===== src/rtl/mmio_bridge.sv =====
// rtl/mmio_bridge.sv - LC-3 memory-mapped I/O bridge with wait-stated SRAM path and hex display registers
//
// Ports:
//   Clk, Reset            clock, asynchronous active-high reset
//   req, we, addr, wdata  CPU request, sampled only while idle
//   rdata, ready, busy    read data (held), one-cycle completion pulse, not-idle flag
//   Switches              asynchronous board switches (2-flop synchronised)
//   mem_addr, mem_wdata   latched address / write data toward memory
//   mem_rdata             memory read data
//   mem_*_n               active-low SRAM strobes, asserted only in the MEM state
//   hex_nibbles           display words; word k at [k*DATA_W +: DATA_W]
module mmio_bridge #(
   parameter int DATA_W    = 16,
   parameter int ADDR_W    = 20,
   parameter int HEX_WORDS = 1,
   parameter int MEM_WAIT  = 2
) (
   input  logic                     Clk,
   input  logic                     Reset,
   input  logic                     req,
   input  logic                     we,
   input  logic [ADDR_W-1:0]        addr,
   input  logic [DATA_W-1:0]        wdata,
   output logic [DATA_W-1:0]        rdata,
   output logic                     ready,
   output logic                     busy,
   input  logic [DATA_W-1:0]        Switches,
   output logic [ADDR_W-1:0]        mem_addr,
   output logic [DATA_W-1:0]        mem_wdata,
   input  logic [DATA_W-1:0]        mem_rdata,
   output logic                     mem_ce_n,
   output logic                     mem_oe_n,
   output logic                     mem_we_n,
   output logic                     mem_ub_n,
   output logic                     mem_lb_n,
   output logic [HEX_WORDS*DATA_W-1:0] hex_nibbles
);

   localparam logic [1:0] IDLE = 2'd0;
   localparam logic [1:0] MEM  = 2'd1;
   localparam logic [1:0] DONE = 2'd2;

   localparam int CNT_W = (MEM_WAIT > 1) ? $clog2(MEM_WAIT) : 1;

   logic [1:0]        state;
   logic [CNT_W-1:0]  cnt;
   logic              lat_we;
   logic [DATA_W-1:0] sw_s1;
   logic [DATA_W-1:0] sw_s2;
   logic [DATA_W-1:0] hex [HEX_WORDS];

   // IO_TOP - addr equals ~addr in ADDR_W bits, so the bitwise inverse is the word index k.
   logic [ADDR_W-1:0] io_idx;
   logic              is_io;
   logic [DATA_W-1:0] io_rd;

   assign io_idx = ~addr;
   assign is_io  = (io_idx < ADDR_W'(HEX_WORDS));

   // Index 0 reads the switches; hex word 0 is write-only.
   always_comb begin
      io_rd = sw_s2;
      for (int i = 1; i < HEX_WORDS; i++) begin
         if (io_idx == ADDR_W'(i)) io_rd = hex[i];
      end
   end

   always_ff @(posedge Clk or posedge Reset) begin
      if (Reset) begin
         sw_s1 <= '0;
         sw_s2 <= '0;
      end else begin
         sw_s1 <= Switches;
         sw_s2 <= sw_s1;
      end
   end

   always_ff @(posedge Clk or posedge Reset) begin
      if (Reset) begin
         state     <= IDLE;
         cnt       <= '0;
         lat_we    <= 1'b0;
         rdata     <= '0;
         mem_addr  <= '0;
         mem_wdata <= '0;
         for (int i = 0; i < HEX_WORDS; i++) hex[i] <= '0;
      end else begin
         case (state)
            IDLE: begin
               if (req) begin
                  lat_we    <= we;
                  mem_addr  <= addr;
                  mem_wdata <= wdata;
                  if (is_io) begin
                     if (we) begin
                        for (int i = 0; i < HEX_WORDS; i++) begin
                           if (io_idx == ADDR_W'(i)) hex[i] <= wdata;
                        end
                     end else begin
                        rdata <= io_rd;
                     end
                     state <= DONE;
                  end else begin
                     cnt   <= CNT_W'(MEM_WAIT - 1);
                     state <= MEM;
                  end
               end
            end
            MEM: begin
               if (cnt == '0) begin
                  if (!lat_we) rdata <= mem_rdata;
                  state <= DONE;
               end else begin
                  cnt <= cnt - 1'b1;
               end
            end
            default: state <= IDLE;
         endcase
      end
   end

   // Strobes decode straight from state so an asynchronous reset drops them at once.
   assign ready    = (state == DONE);
   assign busy     = (state != IDLE);
   assign mem_ce_n = (state != MEM);
   assign mem_ub_n = (state != MEM);
   assign mem_lb_n = (state != MEM);
   assign mem_oe_n = !((state == MEM) && !lat_we);
   assign mem_we_n = !((state == MEM) && lat_we);

   for (genvar g = 0; g < HEX_WORDS; g++) begin : g_hex
      assign hex_nibbles[g*DATA_W +: DATA_W] = hex[g];
   end

endmodule


===== config.mk =====
export PLATFORM = sky130hd
export DESIGN_NAME = mmio_bridge
export DESIGN_NICKNAME = d
export VERILOG_FILES = /design/src/rtl/mmio_bridge.sv
export SDC_FILE = /design/constraint.sdc
export NUM_CORES = 1
export LEC_CHECK = 0
export BUFFER_PORTS_ARGS = -buffer_cell sky130_fd_sc_hd__buf_2
export CAP_MARGIN = 15
export CORE_AREA = 2 2 91 93
export CTS_CLUSTER_DIAMETER = 120
export CTS_CLUSTER_SIZE = 40
export DETAILED_ROUTE_END_ITERATION = 8
export DIE_AREA = 0 0 93 95
export HOLD_SLACK_MARGIN = 0.03
export PLACE_DENSITY = 0.78
export RECOVER_POWER = 100
export REMOVE_ABC_BUFFERS = 1
export SYNTH_ARGS = -nofsm -noshare
export SYNTH_HDL_FRONTEND = slang
export SYNTH_SLANG_ARGS = --single-unit
export TNS_END_PERCENT = 5

===== constraint.sdc =====
create_clock -name Clk -period 4.8 [get_ports Clk]
set_input_delay 0 -clock Clk [delete_from_list [all_inputs] [get_ports Clk]]
set_output_delay 0 -clock Clk [all_outputs]
set_load 0.02 [all_outputs]

* Word level (Yosys, flattened, before mapping) *
Index checks and enable logic that the tools add are counted.

storage, ports and cells
  output and inout port bits = 75
  ROM bits = 0
  input bits = 72
  RAM bits = 0
  bits in registers = 104
  latch bits = 0
  memories = 0

operators by class
  shift-type cells = 0
  divide/modulo/power cells = 0
  $lt $le $gt $ge = 1
  equality and inequality tests = 9
  bitwise logic cells = 1
  reductions and logical operators = 14
  multiplexer cells = 14
  $add $sub $neg = 1
  $mul = 0

operators by type and width
  kind                   count
  $mux W16               5
  $pmux W16 S2           1
  $logic_not A20 Y1      1
  $lt A20 B1 Y1 const B  1
  $not A20 Y20           1
  $ne A2 B2 Y1 const B   6
  $mux W2                3
  $reduce_and A6 Y1      1
  $reduce_and A5 Y1      1
  $pmux W2 S2            1
  $reduce_and A2 Y1      2
  $reduce_bool A2 Y1     2
  $logic_not A1 Y1       3
  $mux W1                3
  $reduce_and A3 Y1      1
  $eq A2 B1 Y1 const B   1
  $eq A2 B2 Y1 const B   1
  $logic_and A1 B1 Y1    2
  $logic_not A2 Y1       1
  $ne A2 B1 Y1 const B   1
  $pmux W1 S2            1
  $sub A1 B1 Y1 const B  1

* Longest topological paths before layout *
  depth in word-level cells = 5
  gate-level depth with buffers = 7
  mapped depth without buffers = 5

* Worst setup path after synthesis *
OpenSTA, ideal clock, no wires.

  path kind = register to register
  from = reg state[0]
  to = reg rdata[0]
  cell stages (with the launch flop) = 7
  path slack = 2.972 ns
  buffers on the path = 2
  period minus slack after synthesis = 1.828 ns
  data required time = 4.675 ns
  arrival = 1.703 ns
  library setup time = 0.125 ns
  cells stage by stage = dfrtp_1 or3b_4 nor4_2 a21o_1 buf_6 buf_12 mux2_4

on the way
  longest elaborated chain between the ends = 3

ends and longest elaborated chain
  element                                                              line  source
  start, declared                                                      45    logic [1:0] state;
  start signal, assigned                                               80    state <= IDLE;
  start signal, assigned                                               102   state <= DONE;
  start signal, assigned                                               105   state <= MEM;
  $eq A2 B1 Y1 / $logic_not A2 Y1 (equally long branches)              88    case (state)
  $ne A2 B2 Y1 (no line) / $reduce_bool A2 Y1 (equally long branches)  n/a
  $reduce_and A6 Y1 (no line)                                          n/a
  end signal, assigned                                                 100   rdata <= io_rd;
  end signal, assigned                                                 111   if (!lat_we) rdata <= mem_rdata;
  end, declared                                                        24    output logic [DATA_W-1:0] rdata,

Parallel ways exist; a longest one is shown, timed or not.
A chain may end at the register's enable or synchronous reset.

* Final worst setup path *
  from = reg state[1]
  to = reg rdata[14]

Same word-level chain as after synthesis.

==> impl_metrics.tcl <==
set metrics [dict create \
    setup-tns-final_ns 0 \
    holdWs_ns 0.270 \
    drt-total-wl_mm 9.50 \
    dieHeight_um 95 \
    die_x_um 93 \
    area_delta_synth_final_pct 39.5 \
    switchingPower_mw 1.21 \
    setup_violations 0 \
    cpPeakStageDelay_ns 0.65 \
    failed_checks "max-capacitance violations, max-slew violations" \
    start_util_pct 48.7 \
    drcViolationCount 0 \
    post_cts_buffers 0 \
    setup_slack_ns 1.69 \
    crit_path_end_kind "register" \
    tightest_slew_ns 1.68 \
    antenna_left 0 \
    clkPwrFrac_pct 17.1 \
    cpMaxStageDelayCell "clkbuf_1" \
    die_area_um2 8840 \
    fin_area_um2 5390 \
    final_util_pct 68.0 \
    drv_cap 2 \
    swShare_pct 41.8 \
    route.detailed.wl_per_inst_um 14.4 \
    gp_congestion 0.749 \
    seq_area_frac_synth_pct 67.4 \
    cts-resized-gates 0 \
    setup.worst_path.start_class "register" \
    dr.pass1.iters 5 \
    avgSynthCellArea_um2 11.4 \
    combPwrFrac_pct 39.3 \
    postPlaceCellArea_um2 4650 \
    holdBufCountCts 70 \
    power_mw 2.89 \
    clock.fmax_mhz 322 \
    drv_slew 107 \
    power.sequential.fraction_pct 43.6 \
    fp-row-count 33 \
    finalNonFillerCells 661 \
    tritoncts "built" \
    cts_buffers 9 \
    peakVddDrop_v 0.000265 \
    drive_gt1_share_pct 21.0 \
    num_vias 3139 \
    slew_headroom_pct -12.7 \
    hpwl_mm 5.90 \
    synth_seq_cells 104 \
    power.density_nw_per_um2 536 \
    grt_pass1_wl_mm 14.9 \
    cts.clk_slew.worst_paths_ns 0.09 \
    core_area_um2 7930 \
    syn_area_um2 3860 \
    grt_pass1_vias 3151 \
    crit_type "register to register" \
    synthCells 338 \
    clock_latency_ns 0.35 \
    pin_count 147 \
    grt_overflow 0 \
    yosys_warnings 0 \
    dp_cells 575 \
    cp_max_fo 22 \
    hold_violations 0 \
    required_ns 5.04 \
    clockBufferDepth 2 \
    grt_setup_unrepaired "false" \
    crit_chain "nor2b_1 -> clkbuf_1 -> inv_1 -> nor3_1 -> a21o_1 -> mux2_2" \
    num-nets-final 623 \
    antenna_found_initial 0 \
    layout_min_cycle_time_ns 3.11 \
    grt_max_degree 66 \
    n_antenna_cell 0 \
    p_int_mw 1.68 \
    dr.first_iter.drc_count 139 \
    ys_types 23 \
    crit_arrival_ns 3.35 \
    viasPerCell 4.75 \
    track_usage_pct 22.1 \
    finalClockSkew_ns 0.0104 \
    root_buffer "clkbuf_8" \
    port_buffers 146 \
    hp-class "input pin to register" \
    fin_crit_sh_pct 64.7 \
    dp_slack_ns 2.22 \
    leakagePower_nw 2.72 \
    clock-sinks 104 \
    htreeDepth 3 \
    r2r_slack_ns 1.69 \
    status "finished with violations" \
]
[sequential cells by signal, indices dropped and copies added (netlist names)]
name,count
mem_wdata,16
lat_we,1
io_rd,16
hex_nibbles,16
rdata,16
cnt,1
sw_s1,16
mem_addr,20
state,2
[routing by layer]
layer  track usage, %  vias to the layer above  part of all wire [%]
met3             5.43                       23                   4.5
met2             39.3                      107                    54
met5                0                        -                     0
met4             8.21                        0                   2.7
met1             26.1                     1521                    39
li1                 -                     1488                     -
[synth_stat cells]
library cell,instances,area share (%)
a21o_1,1,0.19
nor3_1,3,0.39
or3b_4,1,0.29
buf_2,2,0.26
mux2_2,22,6.4
mux2_4,10,3.9
o22ai_1,1,0.16
nand2_1,161,16
nor4_2,1,0.32
inv_1,3,0.29
buf_6,1,0.29
nand2b_1,1,0.16
clkbuf_1,11,1.1
a22o_1,2,0.45
nand4_1,5,0.81
nor2b_1,2,0.32
or2_2,1,0.16
nor2_1,1,0.097
buf_12,1,0.52
nand4_2,1,0.32
nor2_2,1,0.16
dfrtp_1,104,67
buf_4,2,0.39
[kinds of logic after synthesis]
logic type / count (synthesis) / share of synthesized area (%)
compound gates: 4 / 0.810
buf+inv: 20 / 2.82
flops: 104 / 67.4
mux: 32 / 10.3
simple gates: 178 / 18.7
[layout by cell type (no fill, tap or decap), types with 3 or more instances in the layout]
master and instances:
nand2_1 161, dfrtp_1 104, clkbuf_1 75, buf_2 72
dlygate4sd3_1 70, mux2_2 22, mux2_1 10, clkbuf_8 10
nand4_1 6, nor3_1 3
[critical path, delay by kind of cell, from the launching register on]
kind	cells	cell delay, ns
buf+inv	2	1.21
compound gates	1	0.57
flops	1	0.41
mux	1	0.41
simple gates	2	0.37
[power groups by stage]
stage	clock (mW)	combinational, mW	sequential (mW)
6_report	0.494	1.14	1.26
5_1_grt	0.549	1.25	1.29
4_1_cts	0.507	1.26	1.25
3_5_place_dp	0	1.21	1.27
3_3_place_gp	0	1.17	1.26
2_1_floorplan	0	0.521	1.52
[worst paths after layout]
path | from | to | cells after the start
hold reg to reg | sw_s1[11]$_DFF_PP0_ | io_rd[11]$_DFF_PP0_ | 0
setup / recovery | state[1]$_DFFE_PP0P_ | rdata[14]$_DFFE_PP0P_ | 6
hold / removal | req | mem_addr[2]$_DFFE_PP0P_ | 6
min in group asynchronous | Reset | mem_wdata[14]$_DFFE_PP0P_ | 3
setup reg to reg | state[1]$_DFFE_PP0P_ | rdata[14]$_DFFE_PP0P_ | 6
max in group asynchronous | Reset | mem_addr[5]$_DFFE_PP0P_ | 4
[cell type report]
cell class,count,area (um^2)
Clock buffer,10,138
Clock inverter,6,42.5
Fill cell,633,2540
Inverter,3,12.5
Multi-Input combinational cell,214,1110
Sequential cell,104,2600
Tap cell,105,131
Timing Repair Buffer,219,1360
(Power assumes the default switching activity.)
